**config.mk**
```make
export PLATFORM = sky130hd
export DESIGN_NAME = pc_gen
export DESIGN_NICKNAME = d
export VERILOG_FILES = /design/src/rtl/pc_gen_pkg.sv /design/src/rtl/pc_gen_sat_counter.sv /design/src/rtl/pc_gen.sv
export SDC_FILE = /design/constraint.sdc
export NUM_CORES = 1
export LEC_CHECK = 0
export BUFFER_PORTS_ARGS = -buffer_cell sky130_fd_sc_hd__buf_2
export CAP_MARGIN = 30
export CORE_UTILIZATION = 43
export CTS_BUF_LIST = sky130_fd_sc_hd__clkbuf_2
export DETAILED_ROUTE_END_ITERATION = 6
export PLACE_DENSITY = 0.7
export SLEW_MARGIN = 20
export SYNTH_ARGS = -nofsm -noshare
export SYNTH_HDL_FRONTEND = slang
export SYNTH_SLANG_ARGS = --single-unit
```
**constraint.sdc**
```tcl
create_clock -name clk -period 5.51 [get_ports clk]
set_input_delay 1.102 -clock clk [delete_from_list [all_inputs] [get_ports clk]]
set_output_delay 1.102 -clock clk [all_outputs]
set_load 0.005 [all_outputs]
```
**src/rtl/pc_gen_pkg.sv**
```systemverilog
// Shared types for the fetch program-counter generator.
// Holds the FSM state encodings and a small decode helper.
package pc_gen_pkg;

  typedef enum logic [1:0] {
    PC_IDLE  = 2'd0,
    PC_RUN   = 2'd1,
    PC_FAULT = 2'd2
  } pc_state_e;

  // A fetch request exists only while running.
  function automatic logic state_fetches(input pc_state_e s);
    return (s == PC_RUN);
  endfunction

endpackage

```
**src/rtl/pc_gen_sat_counter.sv**
```systemverilog
// Saturating up-counter with synchronous active-high reset.
// Sticks at all-ones; meant for redirect and future performance counters.
module sat_counter #(
  parameter int W = 16
) (
  input  logic         clk,
  input  logic         rst,
  input  logic         inc,
  output logic [W-1:0] cnt
);

  logic [W-1:0] cnt_reg;

  always_ff @(posedge clk) begin
    if (rst) begin
      cnt_reg <= '0;
    end else if (inc && (cnt_reg != {W{1'b1}})) begin
      cnt_reg <= cnt_reg + 1'b1;
    end
  end

  assign cnt = cnt_reg;

endmodule

```
**src/rtl/pc_gen.sv**
```systemverilog
// Fetch-stage program-counter generator with valid/ready handshake,
// branch/trap redirects, misaligned-branch fault and redirect counter.
module pc_gen
  import pc_gen_pkg::*;
#(
  parameter int                ADDR_W    = 32,
  parameter logic [ADDR_W-1:0] RESET_VEC = '0,
  parameter int                STEP      = 4,
  parameter int                CNT_W     = 16
) (
  input  logic              clk,
  input  logic              rst,
  output logic [ADDR_W-1:0] pc,
  output logic              chip_enable,
  output logic              pc_valid,
  input  logic              pc_ready,
  input  logic              br_valid,
  input  logic [ADDR_W-1:0] br_target,
  input  logic              trap_valid,
  input  logic [ADDR_W-1:0] trap_target,
  output logic              misalign,
  output logic [CNT_W-1:0]  redirect_cnt
);

  // STEP is a power of two, so alignment is a low-bit mask test.
  localparam logic [ADDR_W-1:0] STEP_MASK = ADDR_W'(STEP - 1);
  localparam logic [ADDR_W-1:0] STEP_INC  = ADDR_W'(STEP);

  pc_state_e         state_reg, state_next;
  logic [ADDR_W-1:0] pc_reg, pc_next;
  logic              chip_enable_reg, chip_enable_next;
  logic              misalign_reg, misalign_next;
  logic              redirect_inc;
  logic              br_aligned;

  assign br_aligned = ((br_target & STEP_MASK) == '0);

  always_ff @(posedge clk) begin
    if (rst) begin
      state_reg       <= PC_IDLE;
      pc_reg          <= RESET_VEC;
      chip_enable_reg <= 1'b0;
      misalign_reg    <= 1'b0;
    end else begin
      state_reg       <= state_next;
      pc_reg          <= pc_next;
      chip_enable_reg <= chip_enable_next;
      misalign_reg    <= misalign_next;
    end
  end

  always_comb begin
    state_next       = state_reg;
    pc_next          = pc_reg;
    chip_enable_next = chip_enable_reg;
    misalign_next    = 1'b0;
    redirect_inc     = 1'b0;
    case (state_reg)
      PC_IDLE: begin
        chip_enable_next = 1'b1;
        state_next       = PC_RUN;
      end
      PC_RUN: begin
        // Redirects drop the in-flight pc regardless of pc_ready.
        if (trap_valid) begin
          pc_next      = trap_target;
          redirect_inc = 1'b1;
        end else if (br_valid) begin
          if (br_aligned) begin
            pc_next      = br_target;
            redirect_inc = 1'b1;
          end else begin
            misalign_next = 1'b1;
            state_next    = PC_FAULT;
          end
        end else if (pc_ready) begin
          pc_next = pc_reg + STEP_INC;
        end
      end
      PC_FAULT: begin
        if (trap_valid) begin
          pc_next      = trap_target;
          redirect_inc = 1'b1;
          state_next   = PC_RUN;
        end
      end
      default: begin
        state_next = PC_IDLE;
      end
    endcase
  end

  sat_counter #(
    .W(CNT_W)
  ) u_redirect_cnt (
    .clk(clk),
    .rst(rst),
    .inc(redirect_inc),
    .cnt(redirect_cnt)
  );

  assign pc          = pc_reg;
  assign chip_enable = chip_enable_reg;
  assign misalign    = misalign_reg;
  assign pc_valid    = state_fetches(state_reg);

endmodule
```
==> flow_metrics.tcl, run 1 <==
set metrics [dict create \
    ys_warn_count 0 \
    synth-seq-cells 52 \
    io_buffers 119 \
    cp_data_arrival_time_ps 3690 \
    yosysTopAreaCell "dfxtp_1" \
    via_per_inst 6.03 \
    regArea_um2 1040 \
    cts_hold_buf 0 \
    crit_type "input pin to flip-flop" \
    diodes 0 \
    nNetsFinal 644 \
    synth.distinct_cells 64 \
    post_dp_cell_area_um2 4140 \
    cts-root-buf "clkbuf_2" \
    ios 120 \
    fin_ws_ps 2210 \
    grt_max_degree 41 \
    reg2reg_from "state_reg[0]" \
    clk_pin_slew_ps 270 \
    worst_r2r_endpoint "pc[26]" \
    min_period_ps 3300 \
    cts_sinks 52 \
    hpwlAfterDp_mm 7.66 \
    antenna_found_initial 0 \
    cts_tree "built" \
    syn_area_um2 3530 \
    grt_pass1_vias 3638 \
    drive_gt1_share_pct 25.4 \
    rows 32 \
    synth_top_area_share_pct 29.5 \
    synth-edff-count 0 \
    syn_avg_cell_area_um2 7.42 \
    rrSetupSlack_ps 2840 \
    ys_top_cells_by_area "dfxtp_1 29%, nand2_1 6.3%, a21oi_1 6.1%" \
    drtPass1Iterations 5 \
    power_leakage_nw 1.71 \
    post_cts_buffers 0 \
    numCtsBuffers 5 \
    max-cap-violations 0 \
    clk_path_buf_depth 2 \
    cellPowerDensity_nw_per_um2 219 \
    synthArstFlopShare_pct 0 \
    cts_htree_levels 2 \
    grt_use_total_pct 25.0 \
    die_area_um2 8570 \
    path_delay_family "compound AO/OA/AOI/OAI gates" \
    synthMostInstantiatedCell "nand2_1" \
    crit_required_ps 5900 \
    p_total_mw 0.915 \
    drc 0 \
    largest_reg_flops 32 \
    rsz0062_at_grt "no" \
    worst_pin_slew_ps 888 \
    hold_viol 0 \
    status "completed" \
    syn-num-nets 550 \
    place_inst 665 \
    start_util_pct 45.0 \
    cp_slowest_cell "nand2_1" \
    rr_worst_depth 7 \
    yosysSeqAreaShare_pct 29.5 \
    filler_cell_count 822 \
    worst-path-max-fanout 40 \
    grt-ovfl-total 0 \
    holdCritPathClass "flip-flop to flip-flop" \
    setup_viol 0 \
    clk_latency_ps 450 \
    die_h_um 92.6 \
    cpPeakStageDelay_ps 680 \
    drt_iter0_markers 250 \
    grt_pass1_wl_mm 17.4 \
    num_vias 4055 \
    fin_skew_ps 23.5 \
    multiInputGateArea_um2 2320 \
    max_clock_freq_mhz 303 \
    core_um2 7850 \
    syn_to_final_growth_pct 18.3 \
    ys.flop_type "dfxtp_1" \
    routabilityCongestion 0.908 \
    synthCells 476 \
    final_cells 673 \
    finalSetupTns_ps 0 \
    synth_common_cells "59 x nand2_1, 52 x dfxtp_1, 43 x a21oi_1, 36 x nor2_1, 31 x nand3_1" \
    path_buf_inv 2 \
    totalWireLength_mm 10.9 \
    min-delay-start "chip_enable" \
    die_w_um 92.6 \
    max_slew_margin_pct 40.7 \
    min_to "chip_enable" \
    crit_path_start_kind "input pin" \
    ant_nets 0 \
    routedWlPerCell_um 16.3 \
    whs_path_depth 2 \
    drv_slew 0 \
    startpoint "br_valid" \
    path_cells "buf_2 -> inv_2 -> o41a_1 -> nand2_1 -> nor2_1 -> a221o_1" \
    place_ws_ps 1750 \
    cts_resized 0 \
    stdcell_area_um2 4180 \
    final.period_utilization_pct 59.9 \
    peakVddDrop_mv 0.0948 \
    worstSetupEndpointType "flip-flop" \
]
## worst register-to-register path: stages (launching register included)
cell	delay (ps)
dfxtp_1	420
inv_1	80
ha_1	320
nand2b_1	170
o31a_1	230
nand2_1	550
or4b_1	720
a41oi_2	170
## logic make-up after synthesis
| kind of cell | after synthesis | share of synthesized area (%) |
|---|---|---|
| and+or+nand+nor | 213 | 31.6 |
| AOI/OAI and AO/OA | 136 | 25.1 |
| xor gates and xnor gates | 13 | 3.23 |
| buffers and inverters | 44 | 5.03 |
| DFF | 52 | 29.5 |
| adders and majority gates | 5 | 1.77 |
| muxes | 13 | 3.83 |
## per-stage QoR
step | util, % | hold WS [ps]
6_report | 53.2 | 520
5_1_grt | 53.2 | 533
4_1_cts | 53.2 | 519
3_5_place_dp | 52.7 | 469
3_3_place_gp | 52.6 | 470
2_1_floorplan | - | 463
## power breakdown
part	internal, mW	leakage, nW	total [mW]	switching (mW)
Sequential	0.417	0.425	0.484	0.0673
Clock	0.0316	0.0266	0.157	0.125
Combinational	0.121	1.26	0.274	0.154
## worst max path at each step
stage,cells past startpoint,end
after CTS,6,pc[28]
after detailed placement,6,pc[28]
after global placement,6,pc[28]
after floorplan,6,u_redirect_cnt.cnt[15]
after global routing,6,pc[28]
final,6,pc[28]
## layer usage
layer	part of all wire, %	track usage [%]
met5	0	0
met4	2.1	7.68
met3	7.8	5.34
met2	47	43.1
met1	43	31.0
## cells in the final DEF, fill, tap and decap left out, drive strengths merged, types with 3 or more instances in the layout
cell and count:
a21o 3, a21oi 43, nand2b 5, o211ai 10, o21ai 29, buf 121, mux2i 9, a41oi 3
a221oi 4, xor2 3, o21a 4, a311oi 3, mux2 4, dfxtp 52, a31oi 6, a211oi 9
ha 5, nor3 11, nor2b 3, and3 12, and2 4, nor4 10, inv 10, clkbuf 6
nor2 36, or3 9, xnor2 10, nand2 60, and4 6, nand3 32, nor3b 5, nand4 12
## cell type report
| type | count | area share [%] |
|---|---|---|
| clock buffer | 6 | 0.719 |
| inverter | 10 | 0.899 |
| clock inverter | 2 | 0.270 |
| multi-input combinational | 380 | 55.5 |
| tap | 102 | 3.06 |
| sequential | 52 | 24.9 |
| timing repair buffer | 121 | 14.6 |
No activity file was read; power rests on OpenSTA's default activity.
==> run 2, diff against run 1 <==
==> constraint.sdc (replaced) <==
create_clock -name clk -period 3.4 [get_ports clk]
set_input_delay 0.68 -clock clk [delete_from_list [all_inputs] [get_ports clk]]
set_output_delay 0.68 -clock clk [all_outputs]
set_load 0.005 [all_outputs]
==> run 2 against run 1 <==
- utilization grew 0.69 points
- clock skew shrank 0.96 ps
- setup slack lost 1400 ps
- sequential cell count is the same
- total power grew 71%
- global-route usage grew 1.0 points
==> flow_metrics.tcl, run 2 (synthesis results as in run 1) <==
set metrics [dict create \
    cts_tree "built" \
    drc 0 \
    hpwlAfterDp_mm 7.91 \
    min_period_ps 2580 \
    grt_max_degree 39 \
    routabilityCongestion 0.908 \
    post_cts_buffers 0 \
    cellPowerDensity_nw_per_um2 370 \
    p_int_mw 0.999 \
    worstSetupEndpointType "flip-flop" \
    via_per_inst 5.97 \
    final_util_pct 53.9 \
    rows 32 \
    die_area_um2 8570 \
    place_inst 670 \
    fin_skew_ps 22.5 \
    whs_path_depth 3 \
    clk_path_buf_depth 2 \
    place_ws_ps 587 \
    ios 120 \
    p_switching_mw 0.568 \
    nNetsFinal 649 \
    cts_sinks 52 \
    worst-path-max-fanout 26 \
    final_common_cell "buf_2" \
    grt-ovfl-total 0 \
    max_clock_freq_mhz 388 \
    finalSetupTns_ps 0 \
    antenna_found_initial 0 \
    filler_cell_count 821 \
    power_frac_comb_pct 29.0 \
    holdCritPathClass "input pin to flip-flop" \
    drive_gt1_share_pct 25.9 \
    ant_nets 0 \
    cp_data_arrival_time_ps 2950 \
    rrSetupSlack_ps 820 \
    final.period_utilization_pct 75.9 \
    syn_to_final_growth_pct 19.9 \
    crit_required_ps 3770 \
    min-delay-start "trap_target[14]" \
    cts_hold_buf 0 \
    routedWlPerCell_um 16.3 \
    final_cells 678 \
    status "completed" \
    rr_worst_depth 8 \
    power_leakage_nw 1.74 \
    worst_pin_slew_ps 762 \
    crit_path_start_kind "flip-flop" \
    power.share.clock_pct 20.8 \
    layout_common_cells "119 x buf_2, 59 x nand2_1, 52 x dfxtp_1" \
    grt_pass1_vias 3666 \
    grt_pass1_wl_mm 17.9 \
    reg2reg_from "state_reg[0]" \
    max-cap-violations 0 \
    clk_pin_slew_ps 280 \
    pwr-share-seq_pct 50.2 \
    p_sw_share_pct 36.3 \
    numCtsBuffers 5 \
    core_um2 7850 \
    diodes 0 \
    cts-root-buf "clkbuf_2" \
    min_to "pc[14]" \
    setup_viol 0 \
    fin_ws_ps 820 \
    die_h_um 92.6 \
    drtPass1Iterations 4 \
    totalWireLength_mm 11.1 \
    worst_r2r_endpoint "pc[1]" \
    io_buffers 119 \
    largest_reg_flops 32 \
    clk_latency_ps 450 \
    drv_slew 0 \
    cts_resized 0 \
    rsz0062_at_grt "no" \
    die_w_um 92.6 \
    grt_use_total_pct 26.0 \
    hold_viol 0 \
    start_util_pct 45.0 \
    drt_iter0_markers 299 \
    crit_type "flip-flop to flip-flop" \
    max_slew_margin_pct 48.7 \
    p_total_mw 1.57 \
    cts_htree_levels 2 \
    peakVddDrop_mv 0.219 \
    startpoint "state_reg[0]" \
    num_vias 4049 \
]
==> run 2: worst max-delay path by stage <==
| stage | endpoint | cells after the start | slack (ps) |
|---|---|---|---|
| final | pc[1] | 8 | 820 |
| after global routing | pc[1] | 8 | 620 |
| after CTS | pc[1] | 8 | 840 |
| after detailed placement | pc[1] | 7 | 590 |
| after global placement | pc[0] | 7 | 730 |
| after floorplan | pc[28] | 8 | 1270 |
==> run 2: layer usage <==
| layer | track usage [%] | vias up | wire length, um |
|---|---|---|---|
| met5 | 0 | - | 0 |
| met4 | 8.59 | 0 | 201 |
| met3 | 5.09 | 21 | 727 |
| met2 | 42.8 | 142 | 5150 |
| met1 | 34.0 | 1926 | 4980 |
| li1 | - | 1960 | - |
==> run 2: area by class of cell <==
class	instances	area, um2	share of cell area [%]
Sequential cell	52	1040	24.6
Multi-Input combinational cell	380	2310	54.7
Timing Repair Buffer	126	648	15.3
Inverter	10	37.5	0.887
Tap cell	102	128	3.02
Clock inverter	3	37.5	0.887
Clock buffer	5	25.0	0.592
==> run 2: worst max-delay path, stage by stage (launching register included) <==
cell	delay, ps
dfxtp_1	410
inv_1	70
ha_1	310
nand2b_1	160
o31a_1	220
and2_1	540
buf_4	380
a21oi_1	100
a311oi_1	300
==> run 2: power by group through the flow <==
stage	Sequential, mW	Clock (mW)	Combinational (mW)
finish	0.786	0.326	0.455
global route	0.801	0.354	0.506
CTS	0.782	0.330	0.453
detailed placement	0.794	0	0.451
global placement	0.792	0	0.440
floorplan	0.764	0	0.288
==> run 2: stage by stage <==
step                      area (um2)  hold WS, ps
after floorplan                 3530          463
after global placement          4170          468
after detailed placement        4170          466
after CTS                       4230          454
after global routing            4230          446
final                           4230          461
